### src/rtl/phase_lock_pkg.sv
// Shared types and helpers for phase_lock_tracker.
//   phase_t     : 2-bit sampler phase (0..3)
//   state_t     : tracker FSM states
//   DIFF_*      : meaning of the mod-4 phase difference
//   phase_diff  : (a - b) mod 4
package phase_lock_pkg;

    typedef logic [1:0] phase_t;

    typedef enum logic [1:0] {
        IDLE     = 2'd0,
        ACQUIRE  = 2'd1,
        LOCKED   = 2'd2,
        HOLDOVER = 2'd3
    } state_t;

    localparam logic [1:0] DIFF_SAME  = 2'd0;
    localparam logic [1:0] DIFF_PLUS  = 2'd1;
    localparam logic [1:0] DIFF_GROSS = 2'd2;
    localparam logic [1:0] DIFF_MINUS = 2'd3;

    // 2-bit subtraction wraps naturally, giving the mod-4 difference.
    function automatic logic [1:0] phase_diff(phase_t a, phase_t b);
        return a - b;
    endfunction

endpackage

### src/rtl/phase_lock_tracker_idle_timer.sv
// idle_timer: saturating cycle counter used to detect missing edges.
//   clk_i  : clock
//   rst_i  : asynchronous active-low reset
//   clr_i  : synchronous clear (priority over inc_i)
//   inc_i  : count this cycle
//   tc_o   : this cycle's increment brings the count to TIMEOUT_CYCLES
module idle_timer #(
    parameter int TIMEOUT_CYCLES = 1024
) (
    input  logic clk_i,
    input  logic rst_i,
    input  logic clr_i,
    input  logic inc_i,
    output logic tc_o
);

    localparam int W = $clog2(TIMEOUT_CYCLES + 1);
    localparam logic [W-1:0] TC_MAX = W'(TIMEOUT_CYCLES);
    localparam logic [W-1:0] TC_M1  = W'(TIMEOUT_CYCLES - 1);

    logic [W-1:0] cnt_q, cnt_d;

    // tc_o deliberately ignores clr_i: the owner raises clr_i in response
    // to tc_o, so gating here would form a combinational loop.
    assign tc_o = inc_i && (cnt_q == TC_M1);

    always_comb begin
        cnt_d = cnt_q;
        if (clr_i)
            cnt_d = '0;
        else if (inc_i && cnt_q != TC_MAX)
            cnt_d = cnt_q + 1'b1;
    end

    always_ff @(posedge clk_i or negedge rst_i) begin
        if (!rst_i) cnt_q <= '0;
        else        cnt_q <= cnt_d;
    end

endmodule

### src/rtl/phase_lock_tracker.sv
// phase_lock_tracker: filters per-edge phase reports from the 4-phase
// sampler into a stable locked phase with hysteresis, single-step slip
// tracking, gross-error unlock and a timed holdover.
//   clk_i            : clk_0 domain clock
//   rst_i            : asynchronous active-low reset
//   clear_i          : synchronous restart to IDLE (beats phase_valid_i)
//   phase_i          : sampled phase 0..3
//   phase_valid_i    : qualifies phase_i
//   locked_o         : LOCKED or HOLDOVER
//   holdover_o       : HOLDOVER only
//   locked_phase_o   : current locked phase
//   slip_o           : one-cycle pulse on an accepted slip
//   slip_dir_o       : direction of last slip (1 = +1, 0 = -1)
// Optional (PHASE_LOCK_TRACKER_STATS_EN):
//   slip_total_o      : saturating accepted-slip count
//   lock_loss_total_o : saturating count of exits from lock
module phase_lock_tracker
    import phase_lock_pkg::*;
#(
    parameter int LOCK_COUNT     = 8,
    parameter int SLIP_COUNT     = 3,
    parameter int TIMEOUT_CYCLES = 1024
) (
    input  logic       clk_i,
    input  logic       rst_i,
    input  logic       clear_i,
    input  phase_t     phase_i,
    input  logic       phase_valid_i,
    output logic       locked_o,
    output logic       holdover_o,
    output phase_t     locked_phase_o,
    output logic       slip_o,
    output logic       slip_dir_o
`ifdef PHASE_LOCK_TRACKER_STATS_EN
    ,
    output logic [15:0] slip_total_o,
    output logic [15:0] lock_loss_total_o
`endif
);

    localparam logic [7:0] LOCK_N = 8'(LOCK_COUNT);
    localparam logic [3:0] SLIP_N = 4'(SLIP_COUNT);

    state_t     state_q, state_d;
    phase_t     cand_q, cand_d;
    logic [7:0] match_q, match_d;
    phase_t     slip_tgt_q, slip_tgt_d;
    logic [3:0] slip_cnt_q, slip_cnt_d;
    phase_t     lphase_q, lphase_d;
    logic       slip_q, slip_d;
    logic       slip_dir_q, slip_dir_d;
    logic       locked_q, locked_d;
    logic       holdover_q, holdover_d;

    logic       in_lock;
    logic       tmr_clr, tmr_inc, tmr_tc;
    logic [1:0] diff;
    logic [3:0] slip_next;

    assign in_lock = (state_q == LOCKED) || (state_q == HOLDOVER);
    assign diff    = phase_diff(phase_i, lphase_q);

    // Timer only runs while locked and quiet; any sample, a state change
    // caused by timeout, or being out of lock restarts it.
    assign tmr_inc = in_lock && !phase_valid_i;
    assign tmr_clr = clear_i || !in_lock || phase_valid_i || tmr_tc;

    idle_timer #(
        .TIMEOUT_CYCLES(TIMEOUT_CYCLES)
    ) u_idle_timer (
        .clk_i (clk_i),
        .rst_i (rst_i),
        .clr_i (tmr_clr),
        .inc_i (tmr_inc),
        .tc_o  (tmr_tc)
    );

    // A different adjacent target (or a fresh slip run) restarts at 1.
    assign slip_next = (slip_cnt_q == 4'd0 || phase_i != slip_tgt_q)
                     ? 4'd1 : slip_cnt_q + 4'd1;

    always_comb begin
        state_d    = state_q;
        cand_d     = cand_q;
        match_d    = match_q;
        slip_tgt_d = slip_tgt_q;
        slip_cnt_d = slip_cnt_q;
        lphase_d   = lphase_q;
        slip_d     = 1'b0;
        slip_dir_d = slip_dir_q;

        unique case (state_q)
            IDLE: begin
                if (phase_valid_i) begin
                    state_d = ACQUIRE;
                    cand_d  = phase_i;
                    match_d = 8'd1;
                end
            end
            ACQUIRE: begin
                if (phase_valid_i) begin
                    if (phase_i != cand_q) begin
                        cand_d  = phase_i;
                        match_d = 8'd1;
                    end else if (match_q + 8'd1 >= LOCK_N) begin
                        state_d    = LOCKED;
                        lphase_d   = cand_q;
                        match_d    = 8'd0;
                        slip_cnt_d = 4'd0;
                    end else begin
                        match_d = match_q + 8'd1;
                    end
                end
            end
            LOCKED: begin
                if (phase_valid_i) begin
                    unique case (diff)
                        DIFF_SAME: slip_cnt_d = 4'd0;
                        DIFF_GROSS: begin
                            state_d    = ACQUIRE;
                            cand_d     = phase_i;
                            match_d    = 8'd1;
                            slip_cnt_d = 4'd0;
                        end
                        default: begin
                            slip_tgt_d = phase_i;
                            if (slip_next == SLIP_N) begin
                                lphase_d   = phase_i;
                                slip_d     = 1'b1;
                                slip_dir_d = (diff == DIFF_PLUS);
                                slip_cnt_d = 4'd0;
                            end else begin
                                slip_cnt_d = slip_next;
                            end
                        end
                    endcase
                end else if (tmr_tc) begin
                    state_d    = HOLDOVER;
                    slip_cnt_d = 4'd0;
                end
            end
            HOLDOVER: begin
                // Phase is frozen here: any non-matching sample re-acquires.
                if (phase_valid_i) begin
                    if (diff == DIFF_SAME) begin
                        state_d = LOCKED;
                    end else begin
                        state_d = ACQUIRE;
                        cand_d  = phase_i;
                        match_d = 8'd1;
                    end
                end else if (tmr_tc) begin
                    state_d    = IDLE;
                    lphase_d   = '0;
                    slip_dir_d = 1'b0;
                    match_d    = 8'd0;
                    slip_cnt_d = 4'd0;
                end
            end
            default: state_d = IDLE;
        endcase

        if (clear_i) begin
            state_d    = IDLE;
            cand_d     = '0;
            match_d    = 8'd0;
            slip_tgt_d = '0;
            slip_cnt_d = 4'd0;
            lphase_d   = '0;
            slip_d     = 1'b0;
            slip_dir_d = 1'b0;
        end
    end

    assign locked_d   = (state_d == LOCKED) || (state_d == HOLDOVER);
    assign holdover_d = (state_d == HOLDOVER);

    always_ff @(posedge clk_i or negedge rst_i) begin
        if (!rst_i) begin
            state_q    <= IDLE;
            cand_q     <= '0;
            match_q    <= 8'd0;
            slip_tgt_q <= '0;
            slip_cnt_q <= 4'd0;
            lphase_q   <= '0;
            slip_q     <= 1'b0;
            slip_dir_q <= 1'b0;
            locked_q   <= 1'b0;
            holdover_q <= 1'b0;
        end else begin
            state_q    <= state_d;
            cand_q     <= cand_d;
            match_q    <= match_d;
            slip_tgt_q <= slip_tgt_d;
            slip_cnt_q <= slip_cnt_d;
            lphase_q   <= lphase_d;
            slip_q     <= slip_d;
            slip_dir_q <= slip_dir_d;
            locked_q   <= locked_d;
            holdover_q <= holdover_d;
        end
    end

    assign locked_o       = locked_q;
    assign holdover_o     = holdover_q;
    assign locked_phase_o = lphase_q;
    assign slip_o         = slip_q;
    assign slip_dir_o     = slip_dir_q;

`ifdef PHASE_LOCK_TRACKER_STATS_EN
    logic [15:0] slip_tot_q, slip_tot_d;
    logic [15:0] loss_tot_q, loss_tot_d;
    logic        lost;

    // clear_i zeroes the counters, so a clear-induced exit is not counted.
    assign lost = in_lock && (state_d == ACQUIRE || state_d == IDLE);

    always_comb begin
        slip_tot_d = slip_tot_q;
        loss_tot_d = loss_tot_q;
        if (clear_i) begin
            slip_tot_d = 16'd0;
            loss_tot_d = 16'd0;
        end else begin
            if (slip_d && slip_tot_q != 16'hFFFF) slip_tot_d = slip_tot_q + 16'd1;
            if (lost && loss_tot_q != 16'hFFFF)   loss_tot_d = loss_tot_q + 16'd1;
        end
    end

    always_ff @(posedge clk_i or negedge rst_i) begin
        if (!rst_i) begin
            slip_tot_q <= 16'd0;
            loss_tot_q <= 16'd0;
        end else begin
            slip_tot_q <= slip_tot_d;
            loss_tot_q <= loss_tot_d;
        end
    end

    assign slip_total_o      = slip_tot_q;
    assign lock_loss_total_o = loss_tot_q;
`endif

endmodule

### config.mk
export PLATFORM = sky130hd
export DESIGN_NAME = phase_lock_tracker
export DESIGN_NICKNAME = d
export VERILOG_FILES = /design/src/rtl/phase_lock_pkg.sv /design/src/rtl/phase_lock_tracker_idle_timer.sv /design/src/rtl/phase_lock_tracker.sv
export SDC_FILE = /design/constraint.sdc
export NUM_CORES = 1
export LEC_CHECK = 0
export ABC_AREA = 1
export CAP_MARGIN = 20
export CORE_MARGIN = 2
export CORE_UTILIZATION = 50
export CTS_CLUSTER_DIAMETER = 80
export CTS_CLUSTER_SIZE = 14
export DETAILED_ROUTE_END_ITERATION = 7
export DONT_BUFFER_PORTS = 1
export PLACE_DENSITY = 0.65
export RECOVER_POWER = 50
export SLEW_MARGIN = 15
export SYNTH_ARGS = -nofsm -noshare
export SYNTH_HDL_FRONTEND = slang
export SYNTH_SLANG_ARGS = --single-unit
### constraint.sdc
create_clock -name clk_i -period 2 [get_ports clk_i]
set_input_delay 0.3 -clock clk_i [delete_from_list [all_inputs] [get_ports clk_i]]
set_output_delay 0.3 -clock clk_i [all_outputs]
set_load 0.005 [all_outputs]
After elaboration in Yosys (flattened, before gate mapping)
Index checks and enable logic that the tools add are counted.
- bits of input ports: 6
- output and inout bits: 6
- word-level logic and storage cells: 141
- flip-flop bits (word level): 35
- equality and inequality tests: 28
- reductions and logical operators: 26
- multiplexer cells: 71
- add/sub/neg operators: 4
- $lt $le $gt $ge: 1
- operators with widths (cell ; number):
    $mux W8 ; 10
    $mux W2 ; 32
    $mux W4 ; 10
    $ne A3 B3 Y1 const B ; 11
    $pmux W8 S4 ; 1
    $mux W11 ; 2
    $pmux W2 S4 ; 2
    $pmux W4 S3 ; 1
    $reduce_and A6 Y1 ; 2
    $add A11 B1 Y11 const B ; 1
    $eq A11 B10 Y1 const B ; 1
    $mux W1 ; 11
    $ne A11 B11 Y1 const B ; 1
    $eq A2 B2 Y1 const B ; 5
    $reduce_and A9 Y1 ; 1
    $add A8 B1 Y8 const B ; 1
    $ge A8 B4 Y1 const B ; 1
    $ne A4 B4 Y1 const B ; 2
    $reduce_and A7 Y1 ; 1
    $logic_or A1 B1 Y1 ; 6
    $ne A3 B2 Y1 const B ; 2
    $pmux W2 S3 ; 1
    $reduce_bool A2 Y1 ; 3
    $reduce_and A5 Y1 ; 1
    15 further kinds ; 21

Longest topological paths before layout
- depth after elaboration: 10
- depth in mapped cells: 14

Modules after synthesis
Synthesis repeated with hierarchy kept, for this count alone.
- cell total of the unflattened synthesis: 355
- area total of the unflattened synthesis: 2384.8 sq um
- by module, submodules not included (module ; times used ; area each (sq um) ; seq. area each (sq um) ; cells each):
    phase_lock_tracker ; 1 ; 1670.4 ; 600.6 ; 256
    idle_timer ; 1 ; 714.4 ; 275.3 ; 99

Worst setup path before layout
OpenSTA, ideal clock, no wires.
- path type: register -> register
- from: register lphase_q[0] (netlist: locked_phase_o[0])
- to: register match_q[2]
- required time: 1.886 ns
- cell stages (with the launch flop): 13
- arrival time: 1.420 ns
- clock period less this slack: 1.534 ns
- path buffers: 1
- setup slack: 0.466 ns
- path through: dfrtp_1 ha_1 inv_1 nand2_1 nand3b_2 nand2_2 nand3_1 nand3_2 nor2_2 buf_6 nand3_1 nand2_1 nor2_1
- longest elaborated chain between the ends: 4
- elaborated cells on any way between the ends: 6
- those cells by class: 1 x add/sub; 3 x eq/ne; 2 x reduce/logical
- ends and longest elaborated chain (element ; line ; source):
    from (decl) ; phase_lock_tracker.sv:49 ; phase_t lphase_q, lphase_d;
    from (signal assigned) ; phase_lock_tracker.sv:196 ; lphase_q <= lphase_d;
    $sub A2 B2 Y2 * ; phase_lock_pkg.sv:24 ; return a - b;
    $eq A2 B2 Y1 or $logic_not A2 Y1 (tied branches) ; phase_lock_tracker.sv:117, phase_lock_tracker.sv:145 ;
    $ne A3 B2 Y1 (no source line) or $ne A4 B4 Y1 (tied branches) ; - ;
    $reduce_and A6 Y1 (no source line) * ; - ;
    to (signal assigned) ; phase_lock_tracker.sv:193 ; match_q <= match_d;
    to (decl) ; phase_lock_tracker.sv:46 ; logic [7:0] match_q, match_d;
Every way passes the cells marked *; elsewhere a longest branch is shown, timed or not.
A chain may end at the register's enable or synchronous reset.

Worst setup path after layout
- from: register lphase_q[0] (netlist: locked_phase_o[0])
- to: register slip_cnt_q[2]
- longest elaborated chain between the ends: 7
- elaborated cells on any way between the ends: 8
- those cells by class: 1 x add/sub; 1 x eq/ne; 4 x mux; 2 x reduce/logical
- ends and longest elaborated chain (element ; line ; source):
    $sub A2 B2 Y2 * ; phase_lock_pkg.sv:24 ;
    $eq A2 B2 Y1 or $logic_not A2 Y1 (tied branches) ; phase_lock_tracker.sv:117 ; unique case (diff)
    $reduce_or A2 Y1 (no source line) * ; - ;
    $mux W4 * ; phase_lock_tracker.sv:117 ;
    $mux W4 * ; phase_lock_tracker.sv:116 ; if (phase_valid_i) begin
    $pmux W4 S3 * ; phase_lock_tracker.sv:92 ; unique case (state_q)
    $mux W4 * ; phase_lock_tracker.sv:163 ; if (clear_i) begin
    to (signal assigned) ; phase_lock_tracker.sv:195 ; slip_cnt_q <= slip_cnt_d;
    to (decl) ; phase_lock_tracker.sv:48 ; logic [3:0] slip_cnt_q, slip_cnt_d;
Marks and branches as above.

==> out/metrics.cfg <==
[cts]
cts_made_buffers=5
htreeDepth=2
clockRootBuffer=clkbuf_8
cts_tree=done
clock_sinks=35
clk_pin_slew_worst_paths_ns=0.07
clk_latency_ns=0.29
max-clock-path-buffers=2

[timing]
clock.fmax_mhz=534
finalWorstSetupSlack_ns=0.127
max-slew-margin-rel=0.418
hold_violations=0
fin_skew_ns=0.00939
setup_viol=0
min_period_ns=1.87
worst_pin_slew_ns=0.872
hold_slack_ns=0.177
tns_ns=0
fin_crit_sh=0.937
slew_viol_final=0
grt_setup_unrepaired=no

[worst_setup_path]
critical_path.max_fanout=8
critPathCaptureType=flop
critPathLaunchType=flop
cp.required_ns=2.22
critPathKind=reg -> reg
worstPathArrival_ns=2.09

[pwr]
ir_worst_vdd_v=0.000285
switching_share=0.253
seq_power_share=0.510
power_leakage_nw=1.17
p_int_mw=1.08
power_density_nw_per_um2=602
p_clk_frac=0.388
p_sw_mw=0.367
power_frac_comb=0.101

[routing]
viasPerCell=5.27
wl_per_cell_um=12.5
drt_iter0_markers=136
totalWireLength_um=4700
post-route-drc-count=0
antenna_left=0
drt_first_pass_iters=4
vias=1975

[global_route]
grt_use_total=0.212
overflow=0
first_global_vias=1902
antenna_found_initial=0
grt_pass1_wl_um=8470
grt_max_degree=36

[die]
die_area_um2=5060
ioPinCount=12
die_y_um=71.1
core-area_um2=4350
initial_core_util=0.518
die_w_um=71.1
rows=24

[cells_and_area]
finalNetCount=334
area_delta_synth_final_pct=7.00
drive_above_1_share=0.115
n_fill_cell=428
antenna_cells=0

[status]
status=finished, final reports clean

[synthesis]
synth-seq-cells=35
yosys-top-cells-count=74 x nand2_1, 44 x inv_1, 40 x nor2_1
netlist_area_um2=2250
yosys.area.top_type=dfrtp_1
synthMostInstantiatedCell=nand2_1
synth-simple-area-share=0.382
yosysUniqueCellTypes=34
yosys-top-cells-area=dfrtp_1 39%, nand2_1 12%, inv_1 7.3%
synth_fa_ha_area_frac=0.0333
synth-edff-count=0
netlist_instances=316
synth-main-ff-cell=dfrtp_1
synth_xor_xnor_area_share=0.0155
synth_nets=328
synth-compound-area-share=0.0794
synth_top_family_by_area=simple AND/OR/NAND/NOR gates
syn_avg_cell_area_um2=7.13
synthMuxAreaShare=0
ys_seq_area_frac=0.389
yosys_warnings=0
async_flop_share=1.00
synth_top_area_frac=0.389

[place]
dp_slack_ns=0.117
place_congestion=0.880
place_hpwl_um=3570
port_buffers=0

[worst_hold_path]
holdCritPathClass=in -> reg

[flow_run]
maxCapViolations=0

[final timing paths]
kind / startpoint / endpoint / slack [ns] / cells after the start
max: locked_phase_o[0]$_DFFE_PN0P_ / slip_cnt_q[2]$_DFFE_PN0P_ / 0.13 / 6
min: clear_i / state_q[0]$_DFF_PN0_ / 0.18 / 3
max reg2reg: locked_phase_o[0]$_DFFE_PN0P_ / slip_cnt_q[2]$_DFFE_PN0P_ / 0.13 / 6
min reg2reg: match_q[7]$_DFFE_PN0P_ / match_q[7]$_DFFE_PN0P_ / 0.52 / 2
max in group asynchronous: rst_i / slip_dir_o$_DFFE_PN0P_ / 0.74 / 2
min in group asynchronous: rst_i / u_idle_timer.cnt_q[6]$_DFFE_PN0P_ / 0.71 / 2
[per-layer routing]
layer | track usage | wire length (um)
met5 | 0 | 0
met4 | 0.109 | 204
met3 | 0.0527 | 218
met2 | 0.319 | 2030
met1 | 0.284 | 2240
[final cells by class]
cell class                 instances  area [um2]  share of cell area
clock buffer                       8         100              0.0415
inverter                          50         188              0.0778
multi-input combinational        226        1150               0.478
sequential                        35         876               0.363
tap                               52        65.1              0.0270
timing repair buffer               4        30.0              0.0125
[cells by family (layout without fill, tap and decap cells)]
family | after synthesis | in the layout
xor gates and xnor gates | 4 | 4
DFF | 35 | 35
and+or+nand+nor | 185 | 185
AOI/OAI and AO/OA | 31 | 31
buffers and inverters | 55 | 62
adders and majority gates | 6 | 6
[critical path, cell delays in order (launching register included)]
cell and delay (ns):
dfrtp_1 0.42, ha_1 0.41, nor2_2 0.22, nand2_1 0.10, a211oi_1 0.34, nand4_1 0.21, o21ai_1 0.11
[per-stage QoR]
step | power, mW | area [um2] | cells | utilization
after floorplan | 0.861 | 2250 | 316 | -
final | 1.45 | 2410 | 375 | 0.554
after CTS | 1.48 | 2420 | 375 | 0.557
after global placement | 0.882 | 2290 | 365 | 0.527
after detailed placement | 0.883 | 2290 | 365 | 0.527
after global routing | 1.53 | 2410 | 375 | 0.554
[cell usage in the layout, fill, tap and decap left out, types with 2 or more instances in the layout]
| cell | count |
|---|---|
| o21ai_0 | 10 |
| nand2_2 | 7 |
| inv_2 | 5 |
| inv_1 | 44 |
| clkbuf_8 | 7 |
| nor2_1 | 39 |
| o22ai_1 | 3 |
| xor2_1 | 2 |
| nand3_2 | 2 |
| ha_1 | 6 |
| a21oi_1 | 6 |
| nand4_2 | 2 |
| buf_4 | 2 |
| o21ai_1 | 6 |
| xnor2_1 | 2 |
| nand4_1 | 10 |
| nor2_4 | 2 |
| nand3_1 | 32 |
| nand2_1 | 74 |
| nor3_1 | 7 |
| dfrtp_1 | 35 |
| nor2_2 | 6 |
[sequential cells by signal, indices dropped and copies added, names as in the netlist]
signal,flops
u_idle_timer.cnt_q,11
cand_q,2
slip_tgt_q,2
slip_dir_o,1
slip_o,1
state_q,2
holdover_o,1
slip_cnt_q,4
locked_phase_o,2
locked_o,1
match_q,8
[timing repair]
action                                 4_1_cts  5_1_grt
setup endpoints to repair                    0        1
setup buffers                                0        0
resized for setup                            0        1
hold buffers                                 2        0
endpoints found under the hold margin       35        0
[power by group through the flow]
| stage | registers, mW | clock network, mW | logic [mW] |
|---|---|---|---|
| 4_1_cts | 0.741 | 0.589 | 0.150 |
| 3_5_place_dp | 0.755 | 0 | 0.129 |
| 3_3_place_gp | 0.754 | 0 | 0.128 |
| 5_1_grt | 0.743 | 0.614 | 0.170 |
| 6_report | 0.741 | 0.564 | 0.147 |
| 2_1_floorplan | 0.750 | 0 | 0.112 |
(Power assumes the default switching activity.)
